## config.mk

```make
export PLATFORM = sky130hd
export DESIGN_NAME = eth_tx_frame_sequencer
export DESIGN_NICKNAME = d
export VERILOG_FILES = /design/src/rtl/eth_tx_pkg.sv /design/src/rtl/eth_crc32_serial.sv /design/src/rtl/eth_tx_frame_sequencer.sv
export SDC_FILE = /design/constraint.sdc
export NUM_CORES = 1
export LEC_CHECK = 0
export ABC_AREA = 1
export CAP_MARGIN = 20
export CORE_MARGIN = 10
export CORE_UTILIZATION = 57
export CTS_CLUSTER_SIZE = 28
export DETAILED_ROUTE_END_ITERATION = 16
export PLACE_DENSITY = 0.77
export SYNTH_ARGS = -nofsm -noshare
export SYNTH_HDL_FRONTEND = slang
export SYNTH_HIERARCHICAL = 1
export SYNTH_SLANG_ARGS = --single-unit
```

## constraint.sdc

```tcl
create_clock -name clk20 -period 2.6 [get_ports clk20]
set_input_delay 0.78 -clock clk20 [delete_from_list [all_inputs] [get_ports clk20]]
set_output_delay 0.78 -clock clk20 [all_outputs]
set_load 0.005 [all_outputs]
```

## src/rtl/eth_tx_pkg.sv

```systemverilog
// eth_tx_pkg
// Shared constants and types for the 10BASE-T transmit frame path:
// CRC-32 polynomial / init / receive residue, sequencer state encoding,
// and the default count of uncovered preamble+SFD bytes.
package eth_tx_pkg;

  localparam logic [31:0] CRC32_POLY    = 32'h04C11DB7;
  localparam logic [31:0] CRC32_INIT    = 32'hFFFFFFFF;
  localparam logic [31:0] CRC32_RESIDUE = 32'hC704DD7B;

  localparam int unsigned PREAMBLE_BYTES_DEFAULT = 8;

  typedef enum logic [1:0] {
    IDLE = 2'd0,
    DATA = 2'd1,
    FCS  = 2'd2,
    GAP  = 2'd3
  } tx_state_t;

endpackage

```

## src/rtl/eth_crc32_serial.sv

```systemverilog
// eth_crc32_serial
// Bit-serial IEEE 802.3 CRC-32 register, one data bit per enabled clock,
// data presented LSB-first. While flushing, the register shifts in ones so
// that crc_bit walks out the complemented remainder, MSB of the register
// first (which is FCS bit 0 on the wire).
// Ports:
//   clk     - clock
//   rst     - asynchronous active-high reset (register to all ones)
//   init    - reload all ones on the next enabled clock (highest priority)
//   flush   - shift out the remainder instead of absorbing din
//   en      - advance one bit
//   din     - current data bit
//   crc_bit - current FCS bit, ~r_crc[31]
module eth_crc32_serial
  import eth_tx_pkg::*;
(
  input  logic clk,
  input  logic rst,
  input  logic init,
  input  logic flush,
  input  logic en,
  input  logic din,
  output logic crc_bit
);

  logic [31:0] r_crc;
  logic        w_fb;

  assign w_fb = din ^ r_crc[31];

  always_ff @(posedge clk or posedge rst) begin
    if (rst) begin
      r_crc <= CRC32_INIT;
    end else if (en) begin
      if (init) begin
        r_crc <= CRC32_INIT;
      end else if (flush) begin
        r_crc <= {r_crc[30:0], 1'b1};
      end else begin
        r_crc <= {r_crc[30:0], 1'b0} ^ ({32{w_fb}} & CRC32_POLY);
      end
    end
  end

  assign crc_bit = ~r_crc[31];

endmodule

```

## src/rtl/eth_tx_frame_sequencer.sv

```systemverilog
// eth_tx_frame_sequencer
// Frame-level controller in front of the Manchester transmitter. Accepts a
// send request for a frame in packet RAM, holds SendingPacket for the frame
// plus 4 FCS bytes, computes the CRC-32 from the transmitter's bit stream,
// and enforces the inter-packet gap before accepting another request.
// Ports:
//   clk20, rst          - 20 MHz clock, async active-high reset
//   start, pkt_len      - send request and total RAM bytes (preamble..payload)
//   ShiftCount          - transmitter bit phase (held at 15 when idle)
//   ShiftData0          - current transmitter data bit
//   rdaddress           - transmitter RAM address of the next byte to load
//   SendingPacket       - frame active
//   CRCflush, CRC       - FCS bits in flight / current FCS bit
//   ready, done         - request accepted next cycle / frame-end pulse
//
// state | meaning
// IDLE  | waiting for start; ready=1
// DATA  | RAM bytes on the wire
// FCS   | 4 FCS bytes on the wire, CRCflush=1
// GAP   | inter-packet gap countdown
module eth_tx_frame_sequencer
  import eth_tx_pkg::*;
#(
  parameter int unsigned PREAMBLE_BYTES = PREAMBLE_BYTES_DEFAULT,
  parameter int unsigned IPG_CLKS       = 192,
  parameter int unsigned LEN_W          = 11
) (
  input  logic             clk20,
  input  logic             rst,
  input  logic             start,
  input  logic [LEN_W-1:0] pkt_len,
  input  logic [3:0]       ShiftCount,
  input  logic             ShiftData0,
  input  logic [LEN_W-1:0] rdaddress,
  output logic             SendingPacket,
  output logic             CRCflush,
  output logic             CRC,
  output logic             ready,
  output logic             done
);

  localparam int unsigned LW1   = LEN_W + 1;
  localparam int unsigned GAP_W = $clog2(IPG_CLKS + 1);

  localparam logic [GAP_W-1:0] GAP_LOAD  = GAP_W'(IPG_CLKS - 1);
  localparam logic [GAP_W-1:0] GAP_ONE   = GAP_W'(1);
  localparam logic [LW1-1:0]   MIN_LEN   = LW1'(PREAMBLE_BYTES + 1);
  localparam logic [LW1-1:0]   PRE_LAST  = LW1'(PREAMBLE_BYTES);
  localparam logic [LW1-1:0]   FCS_BYTES = LW1'(4);

  tx_state_t        r_state, w_state_nxt;
  logic [LEN_W-1:0] r_len, w_len_nxt;
  logic [GAP_W-1:0] r_gap, w_gap_nxt;
  logic             r_sending, w_sending_nxt;
  logic             r_flush, w_flush_nxt;
  logic             r_done, w_done_nxt;

  logic [LW1-1:0]   w_rdaddr;
  logic [LW1-1:0]   w_len_ext;
  logic             w_byte_edge;
  logic             w_data_end;
  logic             w_fcs_end;
  logic             w_crc_en;
  logic             w_crc_init;
  logic             w_crc_bit;

  // One extra bit so len_q+4 never wraps against rdaddress.
  assign w_rdaddr    = {1'b0, rdaddress};
  assign w_len_ext   = {1'b0, r_len};
  assign w_byte_edge = (ShiftCount == 4'd15);
  assign w_data_end  = w_byte_edge && (w_rdaddr == w_len_ext);
  // Dropping on phase 14 lets the final half-bit finish during phase 15.
  assign w_fcs_end   = (ShiftCount == 4'd14) && (w_rdaddr == w_len_ext + FCS_BYTES);

  always_ff @(posedge clk20 or posedge rst) begin
    if (rst) begin
      r_state   <= IDLE;
      r_len     <= '0;
      r_gap     <= '0;
      r_sending <= 1'b0;
      r_flush   <= 1'b0;
      r_done    <= 1'b0;
    end else begin
      r_state   <= w_state_nxt;
      r_len     <= w_len_nxt;
      r_gap     <= w_gap_nxt;
      r_sending <= w_sending_nxt;
      r_flush   <= w_flush_nxt;
      r_done    <= w_done_nxt;
    end
  end

  always_comb begin
    w_state_nxt   = r_state;
    w_len_nxt     = r_len;
    w_gap_nxt     = r_gap;
    w_sending_nxt = r_sending;
    w_flush_nxt   = r_flush;
    w_done_nxt    = 1'b0;
    case (r_state)
      IDLE: begin
        if (start && ({1'b0, pkt_len} >= MIN_LEN)) begin
          w_len_nxt     = pkt_len;
          w_sending_nxt = 1'b1;
          w_state_nxt   = DATA;
        end
      end
      DATA: begin
        if (w_data_end) begin
          w_flush_nxt = 1'b1;
          w_state_nxt = FCS;
        end
      end
      FCS: begin
        if (w_fcs_end) begin
          w_sending_nxt = 1'b0;
          w_flush_nxt   = 1'b0;
          w_done_nxt    = 1'b1;
          w_gap_nxt     = GAP_LOAD;
          w_state_nxt   = GAP;
        end
      end
      GAP: begin
        if (r_gap == '0) begin
          w_state_nxt = IDLE;
        end else begin
          w_gap_nxt = r_gap - GAP_ONE;
        end
      end
      default: w_state_nxt = IDLE;
    endcase
  end

  // One CRC step per wire bit: odd phases, while the frame is active.
  assign w_crc_en   = r_sending && ShiftCount[0];
  assign w_crc_init = (w_rdaddr <= PRE_LAST);

  eth_crc32_serial u_crc (
    .clk     (clk20),
    .rst     (rst),
    .init    (w_crc_init),
    .flush   (r_flush),
    .en      (w_crc_en),
    .din     (ShiftData0),
    .crc_bit (w_crc_bit)
  );

  assign SendingPacket = r_sending;
  assign CRCflush      = r_flush;
  assign CRC           = w_crc_bit;
  assign ready         = (r_state == IDLE);
  assign done          = r_done;

endmodule

```

## After elaboration in Yosys (flattened, before gate mapping)

Index checks and enable logic that the tools add are counted.
W data, S select, Z words.

| storage, ports and cells | value |
|---|---|
| register bits | 56 |
| input bits | 30 |
| logic and storage cells | 57 |

| operators by class | value |
|---|---|
| $add $sub $neg | 2 |
| $lt $le $gt $ge | 2 |
| eq/ne operators | 12 |
| mux-type cells | 17 |
| bitwise operators | 3 |
| reductions and logical operators | 14 |

Operator list:

| kind | number |
|---|---|
| $mux W32 | 2 |
| $xor A32 B27 Y32 | 1 |
| $mux W8 | 2 |
| $pmux W8 S2 | 1 |
| $add A11 B3 Y12 const B | 1 |
| $eq A11 B12 Y1 | 1 |
| $eq A11 B11 Y1 | 1 |
| $ge A11 B4 Y1 const B | 1 |
| $le A11 B4 Y1 const B | 1 |
| $reduce_and A3 Y1 | 3 |
| $eq A4 B4 Y1 const B | 2 |
| $logic_not A8 Y1 | 1 |
| $mux W2 | 4 |
| $ne A2 B2 Y1 const B | 4 |
| $pmux W2 S4 | 1 |
| $sub A8 B1 Y8 const B | 1 |
| $reduce_bool A2 Y1 | 3 |
| $mux W1 | 5 |
| $eq A2 B2 Y1 const B | 2 |
| $logic_and A1 B1 Y1 | 4 |
| $pmux W1 S2 | 2 |
| $reduce_and A4 Y1 | 1 |
| $eq A2 B1 Y1 const B | 1 |
| $logic_not A2 Y1 | 1 |
| 4 further kinds | 4 |

## Logic depth before layout (Yosys ltp)

Gate-level depths: netlist of run 1.

| logic depth | value |
|---|---|
| word-level depth | 5 |
| gate-level depth with buffers | 13 |

## Modules after synthesis

Netlist of run 1, hierarchy kept.

Modules (own cells, without submodules):

| module | times used | cells an instance | area each (um^2) | seq. area each (um^2) |
|---|---|---|---|---|
| eth_tx_frame_sequencer | 1 | 263 | 1771.7 | 600.6 |
| eth_crc32_serial | 1 | 181 | 1590.3 | 840.8 |

## Worst setup path after synthesis of run 1

OpenSTA, ideal clock, no wires.

| timing path | value |
|---|---|
| kind | input to register |
| from | in rdaddress[1] |
| to | reg r_gap[0] |
| arrival | 1845 ps |
| data required time | 2476 ps |
| slack | 631 ps |
| stages | 12 |
| buffers on the path | 1 |
| path through | inv_1 > nand2_1 > nand2_1 > nor2_1 > nand2_1 > nor2_1 > nand3_2 > o21ai_4 > nand2_4 > buf_6 > nand2_1 > nand2_1 |

| on the way | value |
|---|---|
| cells in the longest elaborated chain, start to end | 4 |

Ends and longest elaborated chain:

| item | line | source |
|---|---|---|
| start, declared | eth_tx_frame_sequencer.sv:34 | `input logic [LEN_W-1:0] rdaddress,` |
| $eq A11 B12 Y1 | eth_tx_frame_sequencer.sv:73 | `assign w_fcs_end = (ShiftCount == 4'd14) && (w_rdaddr == w_len_ext + FCS_BYTES);` |
| $logic_and A1 B1 Y1 | eth_tx_frame_sequencer.sv:73 |  |
| $ne A2 B2 Y1 (no source line) | - |  |
| $reduce_and A3 Y1 (no source line) | - |  |
| end signal, assigned | eth_tx_frame_sequencer.sv:86 | `r_gap <= w_gap_nxt;` |
| end, declared | eth_tx_frame_sequencer.sv:53 | `logic [GAP_W-1:0] r_gap, w_gap_nxt;` |

No other way between the ends.
A chain may end at the register's enable or synchronous reset.

## Final worst setup path of run 1

| timing path | value |
|---|---|
| from | reg r_state[0] |
| to | out ready |

| on the way | value |
|---|---|
| cells in the longest elaborated chain, start to end | 1 |

Ends and longest elaborated chain:

| item | line | source |
|---|---|---|
| start, declared | eth_tx_frame_sequencer.sv:51 | `tx_state_t r_state, w_state_nxt;` |
| start signal, assigned | eth_tx_frame_sequencer.sv:84 | `r_state <= w_state_nxt;` |
| $logic_not A2 Y1 | eth_tx_frame_sequencer.sv:151 | `assign ready = (r_state == IDLE);` |
| end, declared | eth_tx_frame_sequencer.sv:38 | `output logic ready,` |

No other way between the ends.

==> run_results.csv, run 1 <==
group,metric,value,unit
run_status,status,"finished clean",
placed_design,dpl-instance-area,3820,um^2
drt,met3WireLength,363,um
drt,via_count,2859,
drt,dr.first_iter.drc_count,101,
critical_path,crit_family,"buffers and inverters",
drt,highest_layer,"met4",
floorplanning,floorplan.initialDensity,60.0,%
global_routing,gr-total-overflow,0,
finish,post_route_cells_drive_above_1_share,18.7,%
critical_path,cp_data_required_time,1820,ps
global_routing,antenna_found_initial,0,
worst_hold_path,worst_hold_path.endpoint,"u_crc/r_crc[30]$_DFFE_PP1P_",
critical_path,cpMaxStageDelayCell,"clkdlybuf4s50_1",
floorplanning,core_area,5610,um^2
floorplanning,die_area,9370,um^2
floorplanning,rows,27,
yosys,seq_area_frac_synth,42.9,%
critical_path,timing.critical_path.cells,"inv_1 > ha_1 > clkdlybuf4s50_1",
critical_path,reg_to_reg_endpoint,"r_gap[4]$_DFFE_PP0P_",
timing,slew-limit-headroom,65.1,%
timing,grt_setup_unrepaired,"no",
critical_path,cp.buffers_inverters,2,
cts,postCtsSetupRepairBufs,0,
placed_design,finalWeightedCongestion,0.890,
cts,cts_tree,"done",
cts,post_cts_hold_buffer_count,0,
cts,cts_made_buffers,5,
power,p_leak,2.06,nW
global_routing,grt_start_max_net_pins,33,
global_routing,first_global_vias,2805,
yosys,synth_cell_types,32,
drt,vias_per_cell,5.12,
cts,cts_sinks,56,
power,peakVddDrop,0.596,mV
drt,met2_length,3550,um
timing,final-max-slew-violation-count,0,
finish,fin_area,3920,um^2
drt,met1Wirelength,3130,um
critical_path,timing.critical_path.to_type,"output pin",
flow_run,maxCapViolations,0,
cts,htreeDepth,2,
timing,worst_slack,178,ps
cts,clock_latency,320,ps
finish,area_delta_synth_final,16.6,%
critical_path,worstPathMaxFanout,4,
critical_path,r2r-start,"r_len[3]$_DFFE_PP0P_",
worst_hold_path,hold_class,"flop to flop",
timing,setup_viol,0,
critical_path,worst_setup_path_start_kind,"flop",
worst_hold_path,hold_start,"u_crc/r_crc[29]$_DFFE_PP1P_",
cts,cts_buffer_depth,2,
cts,post_cts_resize_count,0,
worst_hold_path,worst_hold_path.num_cells,2,
global_routing,global_route.usage.total,15.2,%
yosys,mappedNetlistNets,481,
critical_path,worst_ep_arrival_time,1640,ps
critical_path,reg2reg_slack,660,ps
cts,clkTransAtPathRegs,110,ps
yosys,yosysWarningCount,6,
critical_path,critPathMaxStageDelay,540,ps
finish,final_cell_utilization_of_the_core,69.9,%
floorplanning,die-height,96.8,um
timing,final_period_minus_worst_setup_slack,2420,ps
yosys,synthesis.area,3360,um^2
yosys,synth_seq_cells,56,
drt,routedWlPerCell,12.8,um
drt,wl,7120,um
global_routing,first_pass_grt_wire_length,12500,um
timing,fmax,0.413,GHz
critical_path,ff2ff_path_depth,9,
drt,number_of_remaining_drc_errors,0,
timing,worst_case_clock_skew,12.7,ps
yosys,syn_avg_cell_area,7.57,um^2
finish,layout.cells.most_common,"nand2_1",
placed_design,dpl.hpwl,5400,um
critical_path,path_class,"flop to output pin",
timing,portion_of_the_clock_cycle_consumed_by_the_worst_path_in_the_final_layout,93.1,%
placed_design,pre_cts_ws,-279,ps
placed_design,port-buffer-count,34,
cts,clock_tree.root_cell,"clkbuf_8",
yosys,netlist_instances,444,
drt,drt_pre_antenna_iters,4,
power,power-per-cell-area,1090,nW/um^2
floorplanning,chipWidth,96.8,um
finish,nets,522,
finish,layout.cells.most_common_list,"nand2_1 (122), inv_1 (81), clkdlybuf4s50_1 (34)",
timing,max_slew.worst_pin.slew,517,ps
finish,antennaDiodeCount,0,
drt,drt.antenna.violating_nets,0,
timing,timing.final.hold_violations,0,
floorplanning,boundaryPins,35,
-- per-stage QoR --
step	total power [W]	std cells	hold WS (ps)	TNS (ps)
floorplan	0.00326	444	449	0
global placement	0.00368	549	465	-344
detailed placement	0.00376	549	478	-1490
CTS	0.00428	557	493	0
global route	0.00467	558	502	0
finish	0.00426	558	491	0
-- cell type report --
class	instances	area, um^2
inverter	86	323
fill	467	1690
clock buffer	5	68.8
tap	72	90.1
timing repair buffer	47	450
sequential	56	1440
multi-input combinational	289	1520
clock inverter	3	23.8
-- worst max path at each step --
stage                           start              endpoint  slack, ps  depth (start not counted)
6_report       r_state[0]$_DFFE_PP0P_                 ready        180                          3
5_1_grt        r_state[0]$_DFFE_PP0P_                 ready        100                          3
4_1_cts                    pkt_len[0]  r_len[3]$_DFFE_PP0P_         50                          7
3_5_place_dp               pkt_len[0]  r_len[3]$_DFFE_PP0P_       -280                          8
3_3_place_gp              pkt_len[10]  r_len[3]$_DFFE_PP0P_       -120                          8
2_1_floorplan            rdaddress[1]  r_gap[0]$_DFFE_PP0P_        630                         12
-- power by group --
part / internal (W) / total [W] / switching [W]
Clock: 0.000198 / 0.000510 / 0.000311
Combinational: 0.000820 / 0.00203 / 0.00121
Sequential: 0.00143 / 0.00173 / 0.000299
-- state kept, by name (all words and copies together), names as in the netlist --
register       cells
SendingPacket      1
r_state            2
r_gap              8
done               1
u_crc/r_crc       32
r_len             11
CRCflush           1
-- synthesized netlist by cell type, drive strengths merged --
master	instances	share of area, %
a31oi	1	0.19
o21ai	20	4.0
and2	1	0.19
nor3	6	0.89
nand2	138	17
dfstp	32	25
dfrtp	24	18
nand4	15	2.8
a21oi	1	0.15
xnor2	7	1.8
nor2b	1	0.19
or2	2	0.37
a22oi	18	4.0
buf	8	1.7
o211ai	1	0.22
clkbuf	5	0.56
ha	7	2.6
xor2	3	0.78
nor2	32	3.9
inv	86	9.6
nand3	35	6.0
a2111oi	1	0.26
-- kinds of logic after synthesis --
family / after synthesis / share of synthesized area (%)
and+or+nand+nor: 230 / 31.2
buffers and inverters: 99 / 11.9
DFF: 56 / 42.9
AOI/OAI and AO/OA: 42 / 8.82
xor gates and xnor gates: 10 / 2.61
adders and majority gates: 7 / 2.61
-- per-layer routing --
| metal | GRT usage (%) | vias up |
|---|---|---|
| li1 | - | 1463 |
| met1 | 18.3 | 1332 |
| met2 | 26.1 | 56 |
| met3 | 3.76 | 8 |
| met4 | 3.83 | 0 |
| met5 | 0 | - |
-- worst min-delay path, delay by kind of cell, from the launching register on --
family / cells / cell delay [ps]
flip-flops: 1 / 370
AO/OA/AOI/OAI: 1 / 60
buffers and inverters: 1 / 60
Note: power is estimated with default switching activity, not from simulation.
==> run 2, diff against run 1 <==
- CAP_MARGIN: 20 -> not set
==> run 2 against run 1 <==
Compared with the run above:
- critical path depth unchanged
- worst hold slack got worse by 2.7 ps
- wire length up 0.14%
- die area stayed put
- clock skew decreased by 3.6 ps
- maximum frequency grew 0.75%
- setup slack improved by 18 ps
- largest power group unchanged
- critical path type unchanged
==> run_results.csv, run 2 (synthesized netlist as in run 1, its figures left out) <==
group,metric,value,unit
cts,htreeDepth,2,
placed_design,finalWeightedCongestion,0.890,
finish,largest_reg_flops,32,
timing,portion_of_the_clock_cycle_consumed_by_the_worst_path_in_the_final_layout,92.5,%
floorplanning,chipWidth,96.8,um
cts,cts_made_buffers,5,
drt,drt.antenna.violating_nets,0,
flow_run,maxCapViolations,0,
placed_design,dpl.cell_count,549,
critical_path,critPathMaxStageDelay,530,ps
finish,final-instance-count-excl-fill,557,
critical_path,cpMaxStageDelayCell,"clkdlybuf4s50_1",
drt,wl,7130,um
critical_path,timing.critical_path.cells,"inv_1 > ha_1 > clkdlybuf4s50_1",
power,switching_power,0.00182,W
finish,num-fill-cells,468,
finish,layout.cells.most_common,"nand2_1",
power,seqPwrFrac,40.5,%
timing,grt_setup_unrepaired,"no",
drt,number_of_remaining_drc_errors,0,
power,power-per-cell-area,1090,nW/um^2
global_routing,first_global_vias,2805,
cts,cts_buffer_depth,2,
power,peakVddDrop,0.592,mV
drt,vias_per_cell,5.13,
floorplanning,floorplan.initialDensity,60.0,%
timing,timing.final.hold_violations,0,
timing,final-max-slew-violation-count,0,
floorplanning,rows,27,
cts,cts_tree,"done",
finish,layout.cells.most_common_list,"nand2_1 (122), inv_1 (81), clkdlybuf4s50_1 (34)",
timing,fmax,0.416,GHz
timing,worst_slack,196,ps
cts,clock_tree.root_cell,"clkbuf_8",
cts,postCtsSetupRepairBufs,0,
placed_design,dpl.hpwl,5400,um
critical_path,worst_ep_arrival_time,1620,ps
drt,drt_pre_antenna_iters,4,
cts,clock_latency,320,ps
timing,worst_case_clock_skew,9.15,ps
global_routing,global_route.usage.total,15.2,%
global_routing,antenna_found_initial,0,
critical_path,worst_setup_path_start_kind,"flop",
floorplanning,die-height,96.8,um
finish,antennaDiodeCount,0,
critical_path,path_class,"flop to output pin",
worst_hold_path,hold_class,"flop to flop",
drt,routedWlPerCell,12.8,um
cts,cts_sinks,56,
placed_design,dpl-instance-area,3820,um^2
global_routing,gr-total-overflow,0,
critical_path,timing.critical_path.to_type,"output pin",
finish,biggest_regs,"u_crc/r_crc x32, r_len x11, r_gap x8",
finish,fin_area,3910,um^2
power,power_frac_clock,12.0,%
floorplanning,boundaryPins,35,
power,p_leak,2.06,nW
floorplanning,core_area,5610,um^2
timing,slew-limit-headroom,56.2,%
timing,final_period_minus_worst_setup_slack,2400,ps
finish,post_route_cells_drive_above_1_share,18.8,%
timing,max_slew.worst_pin.slew,657,ps
critical_path,worstPathMaxFanout,4,
cts,post_cts_hold_buffer_count,0,
finish,regMostFlops,"u_crc/r_crc",
critical_path,cp_data_required_time,1820,ps
power,intPower,0.00244,W
finish,area_delta_synth_final,16.4,%
drt,via_count,2860,
timing,finalHoldWorstSlack,489,ps
run_status,status,"finished clean",
finish,nets,521,
power,share_comb_of_total_power,47.5,%
global_routing,grt_start_max_net_pins,33,
drt,dr.first_iter.drc_count,115,
timing,setup_viol,0,
placed_design,pre_cts_ws,-279,ps
global_routing,first_pass_grt_wire_length,12500,um
critical_path,crit_family,"buffers and inverters",
floorplanning,die_area,9370,um^2
power,swShare,42.7,%
placed_design,port-buffer-count,34,
critical_path,cp.buffers_inverters,2,
cts,clkTransAtPathRegs,110,ps
[run 2: worst reg2reg max path, delay by kind of cell, from the launching register on]
family	cells	cell delay (ps)
and+or+nand+nor	5	640
DFF	1	470
adders and majority gates	1	320
AOI/OAI and AO/OA	2	290
xor gates and xnor gates	1	150
[run 2: worst paths after layout]
| kind | startpoint | end | slack, ps | cells past startpoint |
|---|---|---|---|---|
| worst max-delay path | r_state[0]$_DFFE_PP0P_ | ready | 200 | 3 |
| worst min-delay path | u_crc/r_crc[23]$_DFFE_PP1P_ | u_crc/r_crc[24]$_DFFE_PP1P_ | 490 | 2 |
| worst max register to register | r_len[3]$_DFFE_PP0P_ | r_gap[4]$_DFFE_PP0P_ | 650 | 9 |
| worst min register to register | u_crc/r_crc[23]$_DFFE_PP1P_ | u_crc/r_crc[24]$_DFFE_PP1P_ | 490 | 2 |
| max in group asynchronous | rst | u_crc/r_crc[26]$_DFFE_PP1P_ | 1410 | 3 |
| min in group asynchronous | rst | r_gap[0]$_DFFE_PP0P_ | 820 | 3 |
[run 2: power by group through the flow]
stage | Combinational (W) | Clock, W | Sequential [W]
2_1_floorplan | 0.00160 | 0 | 0.00166
3_3_place_gp | 0.00196 | 0 | 0.00172
3_5_place_dp | 0.00202 | 0 | 0.00174
4_1_cts | 0.00204 | 0.000521 | 0.00172
5_1_grt | 0.00233 | 0.000562 | 0.00178
6_report | 0.00202 | 0.000512 | 0.00173
[run 2: layout make-up]
cell class / instances / area (um^2) / share of cell area, %
Multi-Input combinational cell: 289 / 1520 / 38.9
Sequential cell: 56 / 1440 / 36.8
Timing Repair Buffer: 46 / 443 / 11.3
Inverter: 86 / 323 / 8.25
Tap cell: 72 / 90.1 / 2.30
Clock buffer: 5 / 68.8 / 1.76
Clock inverter: 3 / 23.8 / 0.607
[run 2: metrics by stage]
step | TNS (ps) | util (%) | power [W]
2_1_floorplan | 0 | - | 0.00326
4_1_cts | 0 | 69.7 | 0.00428
3_5_place_dp | -1490 | 68.1 | 0.00376
5_1_grt | 0 | 69.8 | 0.00467
3_3_place_gp | -344 | 68.1 | 0.00368
6_report | 0 | 69.8 | 0.00426
[run 2: metal layers]
| metal | global-route usage, % | vias up | share of wire, % |
|---|---|---|---|
| met5 | 0 | - | 0 |
| met4 | 3.83 | 0 | 1.2 |
| met3 | 3.76 | 10 | 4.6 |
| met2 | 26.1 | 55 | 50 |
| met1 | 18.3 | 1331 | 45 |
| li1 | - | 1464 | - |
[run 2: timing repair]
action | CTS | global route
hold endpoints to repair | 0 | 0
endpoints found under the setup margin | 0 | 7
gates resized for setup | 0 | 1
